<file path="src/rtl/knn_image_binarizer.sv">
// knn_image_binarizer
// Front end for the kNN classifier. It collects a 16x16 8-bit grayscale frame
// arriving as a raster pixel stream, thresholds every pixel to a single bit and
// packs the result into test_image, with pixel k at bit k. When the frame is
// complete it raises valid. valid and test_image stay stable for HOLD_CYCLES
// cycles, which is long enough for the classifier's full row scan. valid then
// stays low for GAP_CYCLES cycles so the classifier returns to IDLE before the
// block accepts the next frame.
//
// Ports
//   clk         rising-edge clock
//   rst_n       asynchronous reset, active low
//   pix_valid   pixel stream valid
//   pix_ready   block can accept a pixel (transfer = pix_valid & pix_ready)
//   pix_data    8-bit grayscale pixel, raster order
//   pix_last    marks pixel NUM_PIX-1 of a frame
//   threshold   binarization threshold, sampled on the first pixel of a frame
//   test_image  packed binary image for the classifier
//   valid       test_image valid / classifier start
//   busy        high while holding or in the gap after a hold
//   frame_err   one-cycle pulse on an early or missing pix_last
module knn_image_binarizer #(
  parameter int NUM_PIX     = 256,
  parameter int HOLD_CYCLES = 608,
  parameter int GAP_CYCLES  = 2,
  parameter bit INVERT      = 1'b0
) (
  input  logic               clk,
  input  logic               rst_n,
  input  logic               pix_valid,
  output logic               pix_ready,
  input  logic [7:0]         pix_data,
  input  logic               pix_last,
  input  logic [7:0]         threshold,
  output logic [NUM_PIX-1:0] test_image,
  output logic               valid,
  output logic               busy,
  output logic               frame_err
);

  localparam int IDX_W = $clog2(NUM_PIX);
  localparam int CNT_W = $clog2((HOLD_CYCLES > GAP_CYCLES) ? HOLD_CYCLES : GAP_CYCLES) + 1;
  localparam logic [IDX_W-1:0] LAST_IDX  = IDX_W'(NUM_PIX - 1);
  localparam logic [CNT_W-1:0] HOLD_LOAD = CNT_W'(HOLD_CYCLES - 1);
  localparam logic [CNT_W-1:0] GAP_LOAD  = CNT_W'(GAP_CYCLES - 1);

  typedef enum logic [1:0] {
    COLLECT,
    HOLD,
    GAP
  } state_t;

  state_t             state;
  logic [IDX_W-1:0]   pix_idx;
  logic [CNT_W-1:0]   counter;
  logic [7:0]         thr_q;
  logic [NUM_PIX-1:0] shadow;

  logic [7:0]         eff_thr;
  logic               pix_bit;
  logic               is_last;
  logic [NUM_PIX-1:0] next_shadow;

  // The threshold is captured on the first pixel of a frame, and that
  // first pixel has to be compared against the freshly sampled value rather
  // than the stale register. next_shadow is the shadow image with the current
  // pixel's bit merged in, so a completing frame can publish all its bits at once.
  always_comb begin
    eff_thr     = (pix_idx == '0) ? threshold : thr_q;
    pix_bit     = INVERT ? (pix_data <= eff_thr) : (pix_data > eff_thr);
    is_last     = (pix_idx == LAST_IDX);
    next_shadow = shadow;
    next_shadow[pix_idx] = pix_bit;
  end

  // Main control FSM. In COLLECT it accepts pixels and checks framing. In HOLD
  // it presents the image with valid for HOLD_CYCLES cycles. In GAP valid is
  // low and the input stays blocked. pix_ready is a registered output, so it
  // comes up one edge after reset releases.
  always_ff @(posedge clk or negedge rst_n) begin
    if (!rst_n) begin
      state      <= COLLECT;
      pix_idx    <= '0;
      counter    <= '0;
      thr_q      <= '0;
      shadow     <= '0;
      test_image <= '0;
      valid      <= 1'b0;
      busy       <= 1'b0;
      frame_err  <= 1'b0;
      pix_ready  <= 1'b0;
    end else begin
      frame_err <= 1'b0;
      case (state)
        COLLECT: begin
          if (!pix_ready) begin
            pix_ready <= 1'b1;
          end else if (pix_valid) begin
            if (pix_idx == '0) begin
              thr_q <= threshold;
            end
            if (is_last && pix_last) begin
              test_image <= next_shadow;
              valid      <= 1'b1;
              busy       <= 1'b1;
              pix_ready  <= 1'b0;
              counter    <= HOLD_LOAD;
              pix_idx    <= '0;
              state      <= HOLD;
            end else if (is_last || pix_last) begin
              // The frame is discarded. The published image and valid
              // are left untouched.
              frame_err <= 1'b1;
              pix_idx   <= '0;
            end else begin
              shadow  <= next_shadow;
              pix_idx <= pix_idx + 1'b1;
            end
          end
        end
        HOLD: begin
          if (counter == '0) begin
            valid   <= 1'b0;
            counter <= GAP_LOAD;
            state   <= GAP;
          end else begin
            counter <= counter - 1'b1;
          end
        end
        GAP: begin
          if (counter == '0) begin
            pix_ready <= 1'b1;
            busy      <= 1'b0;
            state     <= COLLECT;
          end else begin
            counter <= counter - 1'b1;
          end
        end
        default: begin
          state <= COLLECT;
        end
      endcase
    end
  end

endmodule

</file>
<file path="config.mk">
export PLATFORM = sky130hd
export DESIGN_NAME = knn_image_binarizer
export DESIGN_NICKNAME = d
export VERILOG_FILES = /design/src/rtl/knn_image_binarizer.sv
export SDC_FILE = /design/constraint.sdc
export NUM_CORES = 1
export LEC_CHECK = 0
export ABC_AREA = 1
export CAP_MARGIN = 20
export CORE_ASPECT_RATIO = 1.5
export CORE_UTILIZATION = 57
export CTS_CLUSTER_SIZE = 10
export DETAILED_ROUTE_END_ITERATION = 6
export PLACE_DENSITY = 0.89
export REMOVE_ABC_BUFFERS = 1
export SLEW_MARGIN = 20
export SYNTH_ARGS = -nofsm -noshare
export SYNTH_HDL_FRONTEND = slang
export SYNTH_SLANG_ARGS = --single-unit
</file>
<file path="constraint.sdc">
create_clock -name clk -period 3.25 [get_ports clk]
set_input_delay 0.8125 -clock clk [delete_from_list [all_inputs] [get_ports clk]]
set_output_delay 0.8125 -clock clk [all_outputs]
set_load 0.01 [all_outputs]
</file>
==> results_dict.tcl, run 1 <==
set metrics [dict create \
    place_hpwl_um 47830 \
    final_common_cell "nand2_1" \
    synth.area.top_cells "dfrtp_1, nand2_1, nand3_1, or2_2, nor2_1" \
    min_path_type "in2async" \
    status "finished, violations left" \
    violations "DRC" \
    grt_max_degree 149 \
    ys_types 30 \
    setup_viol 0 \
    io_pins 280 \
    final_cell_area_sq_mm 0.03144 \
    drtIter0Drc 2318 \
    r2r_slack_ns 0.18 \
    finalHoldViolCount 0 \
    grt_overflow 0 \
    drive_above_1_share_pct 10.53 \
    numCtsBuffers 60 \
    max-vdd-ir-drop_mv 0.3821 \
    max_cap_violations 0 \
    grt_pass1_vias 24130 \
    power_mw 13.08 \
    mostFrequentLayoutCells "nand2_1, dfrtp_1, nand3_1, clkdlybuf4s50_1, nor2_1" \
    initial_core_util_pct 57.72 \
    fp.coreArea_sq_mm 0.04564 \
    yosys_warnings 0 \
    ff2ff_path_depth 16 \
    crit_arrival_ns 3.56 \
    rr_startpoint "pix_idx[1]" \
    syn_area_per_cell_sq_um 7.694 \
    layout_min_cycle_time_ns 3.073 \
    grt_use_met1_pct 39.06 \
    die_area_sq_mm 0.04710 \
    start_kind "flop" \
    post_dp_cell_area_sq_mm 0.02982 \
    worst_skew_pair.late_latency_ns 0.61 \
    worstSetupEndpointType "flop" \
    syn_inst 3424 \
    synth-seq-cells 545 \
    routed-via-count 24180 \
    firstDrtPassIters 7 \
    grt_use_met2_pct 54.73 \
    htree_levels 2 \
    skew_ns 0.01509 \
    cts_buffer_depth 3 \
    rsz0062_at_grt "false" \
    ant_nets 0 \
    syn2layout_area_growth_pct 19.34 \
    synth_area_sq_mm 0.02635 \
    antenna_found_initial 0 \
    max_freq_mhz 325.4 \
    required_ns 3.74 \
    cts_root_buffer "clkbuf_16" \
    drt_wl_total_um 76410 \
    num_antenna_cells 0 \
    worstSetupPathType "reg2reg" \
    worstMarginPinSlew_ns 1.075 \
    gp_congestion 0.8846 \
    p_per_area_mw_per_mm2 416.0 \
    viasPerCell 5.698 \
    nets 3691 \
    remaining_drc_errors 2 \
    wire_per_inst_um 18.00 \
    grt_usage_pct 32.88 \
    die_x_um 177.5 \
    cts_tree "yes" \
    grt_pass1_wl_um 122200 \
    busiest_layer "met2" \
    layout.cells.non_filler 4244 \
    final_min_period_over_clock_period_pct 94.57 \
    die_h_um 265.3 \
    dp_cells 4177 \
    yosys.area.top_type "dfrtp_1" \
    r2r_end "test_image[244]" \
    synth_top_area_share_pct 51.77 \
    slew_headroom_pct 28.23 \
    p_leak_nw 17.10 \
    path_max_fanout 82 \
    slew_viol_final 0 \
    clkSlewWorstSetupHoldPaths_ns 0.06 \
    cts_sinks 545 \
    use_met3_pct 4.946 \
    portBuffers 279 \
    std_cell_rows 96 \
    ys_seq_area_share_pct 51.77 \
]
stage by stage:
step	utilization (%)	worst slack (ns)	setup TNS [ns]	hold WS, ns
3_3_place_gp	65.34	0.2755	0	0.4531
5_1_grt	68.88	0.005937	0	0.2748
3_5_place_dp	65.34	0.2160	0	0.4576
2_1_floorplan	-	-13.72	-5137.59	0.4414
6_report	68.88	0.1766	0	0.2220
4_1_cts	68.83	0.2085	0	0.2477
layout make-up:
class | instances | area [sq um]
inverter | 141 | 544.3
multi-input combinational | 2560 | 11340
tap | 588 | 735.7
clock inverter | 1 | 16.27
clock buffer | 66 | 1577
timing repair buffer | 343 | 3590
fill | 3514 | 14200
sequential | 545 | 13640
report_power, final:
group / total (mW) / internal (mW) / switching [mW] / leakage, nW
combinational: 0.325 / 0.0847 / 0.240 / 8.75
sequential: 6.79 / 6.79 / 0 / 7.57
clock: 5.96 / 3.35 / 2.61 / 0.782
Yosys cell counts:
| library cell | instances |
|---|---|
| or2_4 | 1 |
| inv_1 | 98 |
| o21ai_2 | 7 |
| inv_2 | 14 |
| o21ai_1 | 3 |
| xor2_1 | 4 |
| nand2_1 | 1435 |
| xnor2_1 | 1 |
| nand2_2 | 1 |
| dfrtp_1 | 545 |
| nor2_4 | 1 |
| nor2_1 | 237 |
| nor3_1 | 3 |
| buf_6 | 4 |
| a21oi_1 | 13 |
| o31ai_1 | 1 |
| buf_4 | 12 |
| or2_1 | 53 |
| clkinv_1 | 29 |
| a21o_1 | 1 |
| nand4_2 | 1 |
| buf_2 | 103 |
| nor3_4 | 1 |
| o21ai_0 | 19 |
| or2_2 | 211 |
| nor2_2 | 12 |
| ha_1 | 20 |
| nand3_1 | 527 |
| nand4_1 | 8 |
| clkbuf_1 | 59 |
layer usage:
metal | share of wire [%] | vias up | wire, um
li1 | - | 11160 | -
met1 | 37 | 11590 | 28250
met4 | 7.2 | 0 | 5502
met3 | 7.2 | 296 | 5482
met2 | 49 | 1143 | 37180
met5 | 0 | - | 0
cells by family after synthesis:
family	Yosys count	share of synthesized area, %
and+or+nand+nor	2491	40.84
xor gates and xnor gates	5	0.1662
DFF	545	51.77
buffers and inverters	319	5.319
adders and majority gates	20	0.9498
AOI/OAI and AO/OA	44	0.9546
state kept, by name, indices dropped and copies added, names as in the netlist, 2 cells and up:
| signal | cells |
|---|---|
| state | 2 |
| pix_idx | 8 |
| test_image | 256 |
| shadow | 256 |
| counter | 11 |
| thr_q | 8 |
what timing repair did:
item	CTS	global route
hold buffers	0	0
resized for setup	0	6
buffers inserted	0	0
endpoints found under the setup margin	0	60
worst max-delay path: stages (launching register included):
cell and delay (ns):
dfrtp_1 0.42, inv_1 0.13, ha_2 0.21, nand2_1 0.07
nor2_1 0.16, buf_6 0.17, inv_2 0.10, o21ai_2 0.16
ha_1 0.27, a21o_1 0.19, nor2_1 0.10, nand2_1 0.10
nand2_4 0.12, buf_12 0.31, nand2_1 0.16, nand3_1 0.10
nand2_1 0.07
how the worst max path moves through the flow:
stage / startpoint / to / depth (start not counted)
after detailed placement: pix_idx[0] / test_image[73] / 16
after global placement: threshold[7] / test_image[101] / 11
after floorplan: pix_idx[6] / busy / 9
after global routing: pix_idx[1] / test_image[216] / 16
after CTS: pix_idx[1] / test_image[177] / 17
final: pix_idx[1] / test_image[244] / 16
(Power assumes the default switching activity.)
==> run 2: changes to the inputs <==
--- a/config.mk
+++ b/config.mk
@@ -8,6 +8,7 @@
 export ABC_AREA = 1
 export CAP_MARGIN = 20
 export CORE_ASPECT_RATIO = 1.5
+export CORE_MARGIN = 10
 export CORE_UTILIZATION = 57
 export CTS_CLUSTER_SIZE = 10
 export DETAILED_ROUTE_END_ITERATION = 6
==> run 2 against run 1 <==
  * The flow now finishes without violations
  * Final area grew 0.74%
  * Critical path depth grew 4
  * Clock-buffer cell count shrank 3
  * Die area grew 18%
  * Wire length grew 3.4%
  * Critical endpoint is now test_image[229]
  * Highest routed layer unchanged
==> results_dict.tcl, run 2 (synthesis gave the netlist of run 1 again) <==
set metrics [dict create \
    max_cap_violations 0 \
    slowest_delay_ns 0.40 \
    syn2layout_area_growth_pct 20.23 \
    drt_wl_total_um 79030 \
    grt_pass1_wl_um 127400 \
    crit_top_cell "nand2_1" \
    worstMarginPinSlew_ns 1.137 \
    routed-via-count 24150 \
    path_max_fanout 18 \
    std_cell_rows 96 \
    portBuffers 279 \
    drtIter0Drc 2261 \
    path_delay_family "simple AND/OR/NAND/NOR gates" \
    skew_ns 0.03745 \
    firstDrtPassIters 7 \
    die_x_um 195.5 \
    cts_buffer_depth 3 \
    required_ns 3.74 \
    wl_met1_um 29760 \
    initial_core_util_pct 57.57 \
    htree_levels 2 \
    multi_input_area_sq_mm 0.01134 \
    regArea_sq_mm 0.01364 \
    nets 3714 \
    finalHoldViolCount 0 \
    remaining_drc_errors 0 \
    cts_root_buffer "clkbuf_16" \
    largestRegisters "shadow x256, test_image x256, counter x11" \
    viasPerCell 5.661 \
    power_mw 13.16 \
    antenna_found_initial 1 \
    die_area_sq_mm 0.05540 \
    ant_nets 0 \
    crit_path_cell_trace "inv_1 > ha_1 > nand2_1 > nor2_4 > clkdlybuf4s15_2 > or2_2 > o21ai_2 > ha_1 > nand2_1 > inv_1 > nand2_1 > nand2_1 > nand2_1 > nand2_1 > nand2_4 > buf_4 > clkbuf_16 > nand2_1 > nand3_1 > nand2_1" \
    cts_tree "yes" \
    worstSetupEndpointType "flop" \
    max_freq_mhz 327.4 \
    clkSlewWorstSetupHoldPaths_ns 0.06 \
    wire_per_inst_um 18.53 \
    place_hpwl_um 50770 \
    met3_length_um 5813 \
    mostFrequentLayoutCells "nand2_1, dfrtp_1, nand3_1, clkdlybuf4s50_1, nor2_1" \
    grt_usage_pct 27.86 \
    status "complete, no violations" \
    max-vdd-ir-drop_mv 0.4265 \
    worst_skew_pair.late_latency_ns 0.61 \
    drive_above_1_share_pct 11.07 \
    top_layer_used "met4" \
    grt_overflow 0 \
    cp.buffers_inverters 5 \
    min_path_type "in2async" \
    start_kind "flop" \
    fp.coreArea_sq_mm 0.04576 \
    grt_pass1_vias 24170 \
    slew_headroom_pct 24.13 \
    setup_viol 0 \
    cts_sinks 545 \
    final_min_period_over_clock_period_pct 93.99 \
    crit_slowest_cell "dfrtp_2" \
    p_leak_nw 17.23 \
    grt_max_degree 159 \
    die_h_um 283.3 \
    whs_ns 0.1493 \
    wl_met2_um 38430 \
    p_per_area_mw_per_mm2 415.6 \
    crit_arrival_ns 3.55 \
    fillers 3472 \
    worstSetupPathType "reg2reg" \
    io_pins 280 \
    final_common_cell "nand2_1" \
    layout_min_cycle_time_ns 3.055 \
    gp_congestion 0.8880 \
    numCtsBuffers 60 \
    slew_viol_final 0 \
]
-- run 2: cell types whose count changed in the layout (fill, tap and decap cells not counted), moves of 2 or more --
cell	change
clkbuf_1	-2
buf_4	+18
buf_6	+2
clkbuf_16	+3
-- run 2: worst paths after layout --
path                            start         endpoint  slack [ns]  cells past startpoint
min in group clk           shadow[67]       shadow[67]        0.47                      2
max in group asynchronous       rst_n   test_image[67]        2.12                      3
setup reg to reg           pix_idx[0]  test_image[229]        0.20                     20
hold reg to reg            shadow[67]       shadow[67]        0.47                      2
setup / recovery           pix_idx[0]  test_image[229]        0.20                     20
hold / removal                  rst_n      shadow[182]        0.15                      1
-- run 2: cell type report --
class,count,share of cell area [%]
multi-input combinational,2560,35.80
timing repair buffer,366,12.04
antenna,1,0.007900
sequential,545,43.06
clock buffer,63,4.910
tap,588,2.323
inverter,141,1.718
clock inverter,2,0.1462
-- run 2: timing repair --
action	4_1_cts	5_1_grt
setup endpoints to repair	0	257
hold buffers	0	0
buffers inserted	0	2
gates resized for setup	0	7
hold endpoints to repair	0	0
-- run 2: through the flow --
step	instance area [sq um]	worst slack, ns	std cells	TNS (ns)	utilization (%)
finish	31680	0.1954	4266	0	69.21
global route	31680	-0.007580	4266	-0.02374	69.21
CTS	31530	0.1204	4258	0	68.91
detailed placement	29930	0.1490	4193	0	65.41
global placement	29930	0.2186	4193	0	65.41
floorplan	25470	-13.72	3246	-5137.59	-
-- run 2: metal layers --
layer | track usage, % | up-vias
met1 | 33.71 | 11570
met4 | 17.76 | 0
met2 | 45.47 | 1096
met5 | 0 | -
li1 | - | 11220
met3 | 4.409 | 268
-- run 2: where the power goes --
| group | total (mW) | leakage [nW] | internal (mW) | switching [mW] |
|---|---|---|---|---|
| Sequential | 6.79 | 7.57 | 6.79 | 0 |
| Combinational | 0.361 | 8.88 | 0.109 | 0.251 |
| Clock | 6.01 | 0.786 | 3.40 | 2.61 |
| Total | 13.2 | 17.2 | 10.3 | 2.86 |
-- run 2: worst reg2reg max path, delay by kind of cell (launching register included) --
| family | cells | cell delay (ns) |
|---|---|---|
| AO/OA/AOI/OAI | 1 | 0.07 |
| adder cells (fa/ha/maj) | 2 | 0.47 |
| buffers and inverters | 5 | 0.75 |
| flip-flops | 1 | 0.40 |
| AND/OR/NAND/NOR | 12 | 1.28 |
==> run 3: changes to the inputs <==
--- a/config.mk
+++ b/config.mk
@@ -14,7 +14,7 @@
 export DETAILED_ROUTE_END_ITERATION = 6
 export PLACE_DENSITY = 0.89
 export REMOVE_ABC_BUFFERS = 1
-export SLEW_MARGIN = 20
+export SLEW_MARGIN = 10
 export SYNTH_ARGS = -nofsm -noshare
 export SYNTH_HDL_FRONTEND = slang
 export SYNTH_SLANG_ARGS = --single-unit
==> results of run 3 <==
Same layout as run 2: the final DEF is identical, and so are final timing and power.
